### src/rtl/rsa_pkg.sv
// Shared definitions for the RSA job sequencer and the RSA core wrapper:
// sequencer state encoding and default parameter values.
package rsa_pkg;

    typedef enum logic [2:0] {
        ST_KEYWAIT = 3'd0,
        ST_IDLE    = 3'd1,
        ST_LOAD    = 3'd2,
        ST_RUN     = 3'd3,
        ST_HOLD    = 3'd4
    } state_t;

    localparam int DEF_WIDTH             = 32;
    localparam int DEF_LOAD_CYCLES       = 2;
    localparam int DEF_TIMEOUT_CYCLES    = 1 << 20;
    localparam int DEF_KEY_SETTLE_CYCLES = 4096;

endpackage

### src/rtl/rsa_watchdog.sv
// Loadable down-counter. expired is set only once a value has been loaded and
// has counted down to zero, so a cleared counter never reports expiry.
module rsa_watchdog #(
    parameter int CW = 21
) (
    input  logic          clk,
    input  logic          reset,
    input  logic          clear,
    input  logic          load,
    input  logic [CW-1:0] load_value,
    input  logic          enable,
    output logic          loaded,
    output logic          expired
);

    logic [CW-1:0] count;

    always_ff @(posedge clk) begin
        if (reset || clear) begin
            count  <= '0;
            loaded <= 1'b0;
        end else if (load) begin
            count  <= load_value;
            loaded <= 1'b1;
        end else if (enable && count != '0) begin
            count <= count - 1'b1;
        end
    end

    assign expired = loaded && (count == '0);

endmodule

### src/rtl/rsa_block_sequencer.sv
// Job sequencer around the RSA core: accepts one message per job, parks and
// restarts the exponentiator, bounds each job with a watchdog, returns the result.
module rsa_block_sequencer
    import rsa_pkg::*;
#(
    parameter int WIDTH             = DEF_WIDTH,
    parameter int KEY_SETTLE_CYCLES = DEF_KEY_SETTLE_CYCLES,
    parameter int LOAD_CYCLES       = DEF_LOAD_CYCLES,
    parameter int TIMEOUT_CYCLES    = DEF_TIMEOUT_CYCLES
) (
    input  logic               clk,
    input  logic               reset,
    input  logic               s_valid,
    output logic               s_ready,
    input  logic [WIDTH-1:0]   s_data,
    input  logic               s_mode,
    output logic [WIDTH-1:0]   core_msg_in,
    output logic               core_encrypt_decrypt,
    output logic               core_reset1,
    input  logic [2*WIDTH-1:0] core_msg_out,
    input  logic               core_finish,
    output logic               m_valid,
    input  logic               m_ready,
    output logic [2*WIDTH-1:0] m_data,
    output logic               m_timeout,
    output state_t             dbg_state
);

    // Handshakes: a transfer happens on a rising edge where valid and ready are
    // both 1; ready/valid are decoded from state only, never from the peer.

    localparam int WD_MAX = (KEY_SETTLE_CYCLES > TIMEOUT_CYCLES) ? KEY_SETTLE_CYCLES : TIMEOUT_CYCLES;
    localparam int CW     = $clog2(WD_MAX + 1);
    localparam int LCW    = $clog2(LOAD_CYCLES + 1);

    state_t          state, state_n;
    logic [LCW-1:0]  load_cnt;
    logic            first_run;
    logic            wd_clear, wd_load, wd_enable, wd_loaded, wd_expired;
    logic [CW-1:0]   wd_value;
    logic            run_finish;

    rsa_watchdog #(.CW(CW)) u_watchdog (
        .clk        (clk),
        .reset      (reset),
        .clear      (wd_clear),
        .load       (wd_load),
        .load_value (wd_value),
        .enable     (wd_enable),
        .loaded     (wd_loaded),
        .expired    (wd_expired)
    );

    // The first RUN cycle masks a finish left over from the previous job.
    assign run_finish = core_finish && !first_run;

    always_ff @(posedge clk) begin
        if (reset) state <= ST_KEYWAIT;
        else       state <= state_n;
    end

    always_comb begin
        state_n   = state;
        wd_clear  = 1'b0;
        wd_load   = 1'b0;
        wd_value  = '0;
        wd_enable = 1'b0;
        unique case (state)
            ST_KEYWAIT: begin
                // The loading cycle is itself one of the settle cycles.
                if (wd_expired) begin
                    state_n = ST_IDLE;
                end else if (!wd_loaded) begin
                    wd_load  = 1'b1;
                    wd_value = CW'(KEY_SETTLE_CYCLES - 2);
                end else begin
                    wd_enable = 1'b1;
                end
            end
            ST_IDLE: begin
                wd_clear = 1'b1;
                if (s_valid) state_n = ST_LOAD;
            end
            ST_LOAD: begin
                if (load_cnt == LCW'(LOAD_CYCLES - 1)) begin
                    state_n  = ST_RUN;
                    wd_load  = 1'b1;
                    wd_value = CW'(TIMEOUT_CYCLES - 1);
                end
            end
            ST_RUN: begin
                wd_enable = 1'b1;
                if (run_finish || wd_expired) state_n = ST_HOLD;
            end
            ST_HOLD: begin
                if (m_ready) state_n = ST_IDLE;
            end
            default: state_n = ST_KEYWAIT;
        endcase
    end

    always_ff @(posedge clk) begin
        if (reset) begin
            core_msg_in          <= '0;
            core_encrypt_decrypt <= 1'b0;
            m_data               <= '0;
            m_timeout            <= 1'b0;
            load_cnt             <= '0;
            first_run            <= 1'b0;
        end else begin
            if (state == ST_IDLE && s_valid) begin
                core_msg_in          <= s_data;
                core_encrypt_decrypt <= s_mode;
            end
            load_cnt  <= (state == ST_LOAD) ? load_cnt + 1'b1 : '0;
            first_run <= (state == ST_LOAD);
            if (state == ST_RUN) begin
                if (run_finish) begin
                    m_data    <= core_msg_out;
                    m_timeout <= 1'b0;
                end else if (wd_expired) begin
                    m_data    <= '0;
                    m_timeout <= 1'b1;
                end
            end
        end
    end

    assign s_ready     = (state == ST_IDLE);
    assign m_valid     = (state == ST_HOLD);
    assign core_reset1 = (state != ST_RUN);
    assign dbg_state   = state;

endmodule

### config.mk
export PLATFORM = sky130hd
export DESIGN_NAME = rsa_block_sequencer
export DESIGN_NICKNAME = d
export VERILOG_FILES = /design/src/rtl/rsa_pkg.sv /design/src/rtl/rsa_watchdog.sv /design/src/rtl/rsa_block_sequencer.sv
export SDC_FILE = /design/constraint.sdc
export NUM_CORES = 1
export LEC_CHECK = 0
export BUFFER_PORTS_ARGS = -buffer_cell sky130_fd_sc_hd__buf_4
export CAP_MARGIN = 20
export CELL_PAD_IN_SITES_DETAIL_PLACEMENT = 1
export CELL_PAD_IN_SITES_GLOBAL_PLACEMENT = 1
export CORE_ASPECT_RATIO = 0.75
export CORE_MARGIN = 8
export CORE_UTILIZATION = 30
export CTS_BUF_LIST = sky130_fd_sc_hd__clkbuf_16
export DETAILED_ROUTE_END_ITERATION = 6
export PLACE_DENSITY = 0.79
export SKIP_LAST_GASP = 1
export SLEW_MARGIN = 20
export SYNTH_ARGS = -nofsm -noshare
export SYNTH_HDL_FRONTEND = slang
export SYNTH_SLANG_ARGS = --single-unit
export TNS_END_PERCENT = 20
### constraint.sdc
create_clock -name clk -period 4.5 [get_ports clk]
set_clock_uncertainty 0.15 [all_clocks]
set_input_delay 0.45 -clock clk [delete_from_list [all_inputs] [get_ports clk]]
set_output_delay 0.45 -clock clk [all_outputs]
set_load 0.03 [all_outputs]
; Word-level counts from Yosys, hierarchy flattened
; Index checks and enable logic that the tools add are counted.
[word_totals]
in_bits = 102
latch_bits = 0
ram_bits = 0
output_inout_bits = 104
ff_bits = 126
romBits = 0
wordCells = 62
memories = 0
[classes]
n_reduce_logical = 15
muxes = 24
n_mul = 0
shifts = 0
div = 0
eq_ne = 11
addsub = 2
bitwise_logic = 1
order_cmp = 0
[op_table]
columns = cell, n
row1 = two-way mux 64 bit, 2
row2 = two-way mux 21 bit, 2
row3 = one-hot mux 20 bit (2 select lines), 1
row4 = two-way mux 12 bit, 2
row5 = zero test 21 bit, 1
row6 = nonzero test 21 bit, 1
row7 = subtractor 21 x 1 -> 21 bit (second input constant), 1
row8 = two-way mux 20 bit, 1
row9 = two-way mux 3 bit, 5
row10 = one-hot mux 3 bit (5 select lines), 1
row11 = two-way mux 1 bit, 8
row12 = inequality test 2 bit (second input constant), 4
row13 = == test 3 x 2 -> 1 bit (second input constant), 2
row14 = AND reduction 5 bit, 1
row15 = logical AND 1 bit, 4
row16 = one-hot mux 1 bit (2 select lines), 2
row17 = nonzero test 2 bit, 2
row18 = == test 3 x 1 -> 1 bit (second input constant), 1
row19 = == test 3 bit (second input constant), 1
row20 = zero test 3 bit, 1
row21 = inequality test 3 x 2 -> 1 bit (second input constant), 1
row22 = adder 2 x 1 -> 2 bit (second input constant), 1
row23 = == test 2 x 1 -> 1 bit (second input constant), 1
row24 = logical OR 1 bit, 2
row25 = 5 further kinds, 5

; Logic depth before layout (Yosys ltp)
[logic_depth]
depth_word = 7
ltp_mapped = 9
mapped_depth_nobuf = 7

; Hierarchy
; A second synthesis with hierarchy kept.
[hier_totals]
cells_unflattened = 556
area_unflattened_um2 = 5122.4
[by_module_without_submodules]
columns = module, seq_area_each_um2, area_per_inst_um2, instances, cells_per_inst
row1 = rsa_block_sequencer, 2082.0, 3824.9, 1, 404
row2 = rsa_watchdog, 440.4, 1297.5, 1, 152

; Worst setup path before layout
; OpenSTA, ideal clock, no wires.
[synth_path]
kind = register to register
from = register state[0], in the netlist dbg_state[0]
to = register core_encrypt_decrypt
path_stages_with_launch = 7
required_time_ps = 4280
path_buffers = 2
synth_period_minus_slack_ps = 2602
setup_ps = 70
slack_ps = 1898
arrival_ps = 2381
path_cell_list = dfxtp_1 nor3b_1 and2_1 clkbuf_1 clkbuf_1 nand2_1 a21oi_1
[synth_via]
elab_chain_cells = 2
[synth_lines]
columns = element, line
row1 = "start, declared", rsa_block_sequencer.sv:36  ; state_t state, state_n;
row2 = "start signal, assigned", rsa_block_sequencer.sv:59  ; else state <= state_n;
row3 = == test 3 x 1 -> 1 bit, n/a
row4 = net s_ready, rsa_block_sequencer.sv:14  ; output logic s_ready,
row5 = logical AND 1 bit, rsa_block_sequencer.sv:111  ; if (state == ST_IDLE && s_valid) begin
row6 = "end signal, assigned", rsa_block_sequencer.sv:113  ; core_encrypt_decrypt <= s_mode;
row7 = "end, declared", rsa_block_sequencer.sv:18  ; output logic core_encrypt_decrypt,
; The timed path passes the listed nets, and every way through them passes these cells.
; A chain may end at the register's enable or synchronous reset.

; Final worst setup path
[layout_path]
from = register u_watchdog.count[7]
to = register m_data[44]
[layout_via]
elab_chain_cells = 4
[layout_lines]
columns = element, line
row1 = "start, declared", rsa_watchdog.sv:16  ; logic [CW-1:0] count;
row2 = "start signal, assigned", rsa_watchdog.sv:23  ; count <= load_value;
row3 = "start signal, assigned", rsa_watchdog.sv:26  ; count <= count - 1'b1;
row4 = zero test 21 bit, rsa_watchdog.sv:30  ; assign expired = loaded && (count == '0);
row5 = logical AND 1 bit, rsa_watchdog.sv:30
row6 = nonzero test 2 bit (no source line), n/a
row7 = AND reduction 2 bit (no source line), n/a
row8 = "end signal, assigned", rsa_block_sequencer.sv:119  ; m_data <= core_msg_out;
row9 = "end, declared", rsa_block_sequencer.sv:24  ; output logic [2*WIDTH-1:0] m_data,
; Every way passes these cells.

==> results_dict.tcl <==
set metrics [dict create \
    status "complete, no violations" \
    yosys.area.top_type_share_pct 49.2 \
    final_common_cell "buf_4" \
    worstPathMaxFanout 41 \
    finalNetCount 922 \
    antenna_diode_instance_count 0 \
    tightest_slew_ns 0.950 \
    detailedRoute.firstIterationViolations 386 \
    wl_per_cell_um 17.3 \
    synth.mux.area_fraction_pct 0.391 \
    power_mw 3.70 \
    vias_in_the_first_global_route 5342 \
    ys_types 46 \
    final_cell_mix "215 x buf_4, 137 x nand2_1, 126 x dfxtp_1" \
    setup_repair_after_global_routing_missed_its_margin "no" \
    layout_setup_ws_ns 1.27 \
    largest_net_degree_at_the_start_of_global_routing 75 \
    tritoncts.num_buffers 17 \
    place_worst_setup_slack_ns 1.30 \
    routed-via-count 5179 \
    hold_viol 0 \
    synthesized_area_fraction_occupied_by_xor_and_xnor_cells_pct 1.37 \
    report.final.setup_viol 0 \
    worst_path_largest_cell_delay_ns 0.72 \
    detail_route_antenna_nets 0 \
    cell_chain_critical_path "or4_1 > or4_1 > o31a_2 > buf_4 > o21ai_0 > a21oi_1" \
    syn_area_um2 5120 \
    ctsHoldBuffers 0 \
    critical_path.most_common_cell "or4_1" \
    placementRows 41 \
    number_of_register_bits_inferred_by_synthesis 126 \
    worst_setup_path_start_kind "flip-flop" \
    maxSlewViolCount 0 \
    ys.flop_type "dfxtp_1" \
    clk_latency_ns 0.41 \
    mean_post_synth_cell_area_um2 8.05 \
    crit_path_top_delay_cell "or4_1" \
    grt.overflow.total 0 \
    clk_root_buffer_cell "clkbuf_16" \
    h-tree-depth 4 \
    die_height_um 129 \
    post_synth_and_or_nand_nor_area_fraction_pct 19.2 \
    synthArstFlopShare_pct 0 \
    yosysWarnings 0 \
    port-buffer-count 205 \
    compound_gate_portion_of_the_synthesized_area_pct 23.6 \
    die-width_um 167 \
    post_synth_inst_count 636 \
    cts-root-to-sink-buffers 2 \
    layout-drive-gt1-share_pct 30.2 \
    drtPass1Iterations 4 \
    synth-edff-count 0 \
    finalWorstPathRequiredPeriod_ns 3.23 \
    grt_antenna_before_repair 0 \
    drc 0 \
    yosys-top-cells-area "dfxtp_1 49%, a21oi_1 11%, nand2_1 10%, o21ai_1 5.0%, clkbuf_1 3.1%" \
    timing.fmax_ghz 0.309 \
    gp_congestion 0.787 \
    final_design_area_no_fill_um2 7360 \
    tritoncts_num_sinks 126 \
    path_class "flip-flop to flip-flop" \
    wl_um 18100 \
    post_drt_via_cell_ratio 4.96 \
    critPathTopFamily "simple AND/OR/NAND/NOR gates" \
    cts.reportedPaths.clkPinSlew_ns 0.06 \
    yosysSeqAreaShare_pct 49.2 \
    dominant_combinational_cell_family_by_area_after_synthesis "compound AO/OA/AOI/OAI gates" \
    critPathArrivalTime_ns 3.34 \
    leakagePower_nw 3.01 \
    synth-adder-area-share_pct 0.733 \
    synth_top_area_cell "dfxtp_1" \
    layout-area-overhead-vs-synth_pct 43.6 \
    core_um2 16800 \
    critPathBufInv 1 \
    grt_usage_pct 16.4 \
    die_area_um2 21600 \
    initial_core_util_pct 30.5 \
    grt_first_pass_wirelength_um 28600 \
    cts_resized 0 \
    final.period_utilization_pct 71.9 \
    power.density_cell_area_nw_per_um2 503 \
    worst_ir_drop_vdd_v 0.000238 \
    worst_endpoint_required_time_ns 4.61 \
    drv.max_cap_violation_count 0 \
    synth.net_count 741 \
    slew_headroom_pct 36.5 \
    post_dp_cell_area_um2 6760 \
    fin_setup_tns_ns 0 \
    min_path_type "input pin to flip-flop" \
    setup.worst_path.end_class "flip-flop" \
    dp_hpwl_um 12800 \
    num_io_pins 206 \
    count_of_buffers_added_by_post_cts_timing_repair_for_setup 0 \
    tritoncts "done" \
]
[cell families after synthesis]
family,count (synthesis)
AND/OR/NAND/NOR,219
buffers and inverters,60
AO/OA/AOI/OAI,218
multiplexers,2
adder cells (fa/ha/maj),3
flip-flops,126
XOR/XNOR,8
[sequential cells by signal, indices dropped and copies added, names as in the netlist]
register              flops
core_encrypt_decrypt      1
core_msg_in              32
dbg_state                 3
first_run                 1
load_cnt                  2
m_data                   64
m_timeout                 1
u_watchdog.count         21
u_watchdog.loaded         1
[area by class of cell]
cell class | count | area [um^2]
well taps | 215 | 269
repair buffers | 215 | 1610
flip-flops and latches | 126 | 2520
multi-input cells | 450 | 2330
inverters | 7 | 26.3
clock inverters | 15 | 170
fillers | 2027 | 9420
clock buffers | 17 | 425
[power breakdown]
part,switching [mW],internal [mW],total (mW),leakage (nW)
logic,0.619,0.357,0.975,1.70
registers,0.111,1.23,1.34,1.02
clock network,0.518,0.869,1.39,0.292
[synthesized netlist by cell type (5+ instances only)]
cell type,n
a21oi_1,110
o21ai_1,51
o211ai_1,5
nor3b_1,5
inv_1,7
nor2_1,22
nand2_1,137
nor3_1,17
o21ai_0,18
or3_1,5
dfxtp_1,126
buf_6,7
o21a_1,7
xor2_1,8
a211oi_1,7
clkbuf_1,42
[layer usage]
metal  up-vias  part of all wire, %  track usage (%)
met3        13                  8.7             7.51
met2       151                   44             25.3
met4         0                  1.2             5.23
met1      2445                   47             20.2
li1       2570                    -                -
met5         -                    0                0
[path summary, 6_finish.rpt]
check	from	to	slack [ns]	depth (start not counted)
worst max-delay path	u_watchdog.count[7]$_SDFFE_PP0P_	m_data[44]$_SDFFE_PP0P_	1.27	6
worst min-delay path	s_data[5]	core_msg_in[5]$_SDFFE_PP0P_	0.13	3
worst max register to register	u_watchdog.count[7]$_SDFFE_PP0P_	m_data[44]$_SDFFE_PP0P_	1.27	6
worst min register to register	load_cnt[0]$_SDFF_PP0_	load_cnt[0]$_SDFF_PP0_	0.28	1
[metrics by stage]
stage          std cells  hold WS (ns)  util [%]
6_report            1045         0.130      43.9
5_1_grt             1045         0.115      43.9
4_1_cts             1045         0.115      43.9
3_5_place_dp        1013         0.276      40.3
3_3_place_gp        1013         0.266      40.3
2_1_floorplan        636         0.247         -
[worst min-delay path: cells and delay by family]
family	cells	cell delay [ns]
buffers and inverters	1	0.11
AND/OR/NAND/NOR	1	0.04
AO/OA/AOI/OAI	1	0.05
Power figures use the tool's default switching activity.
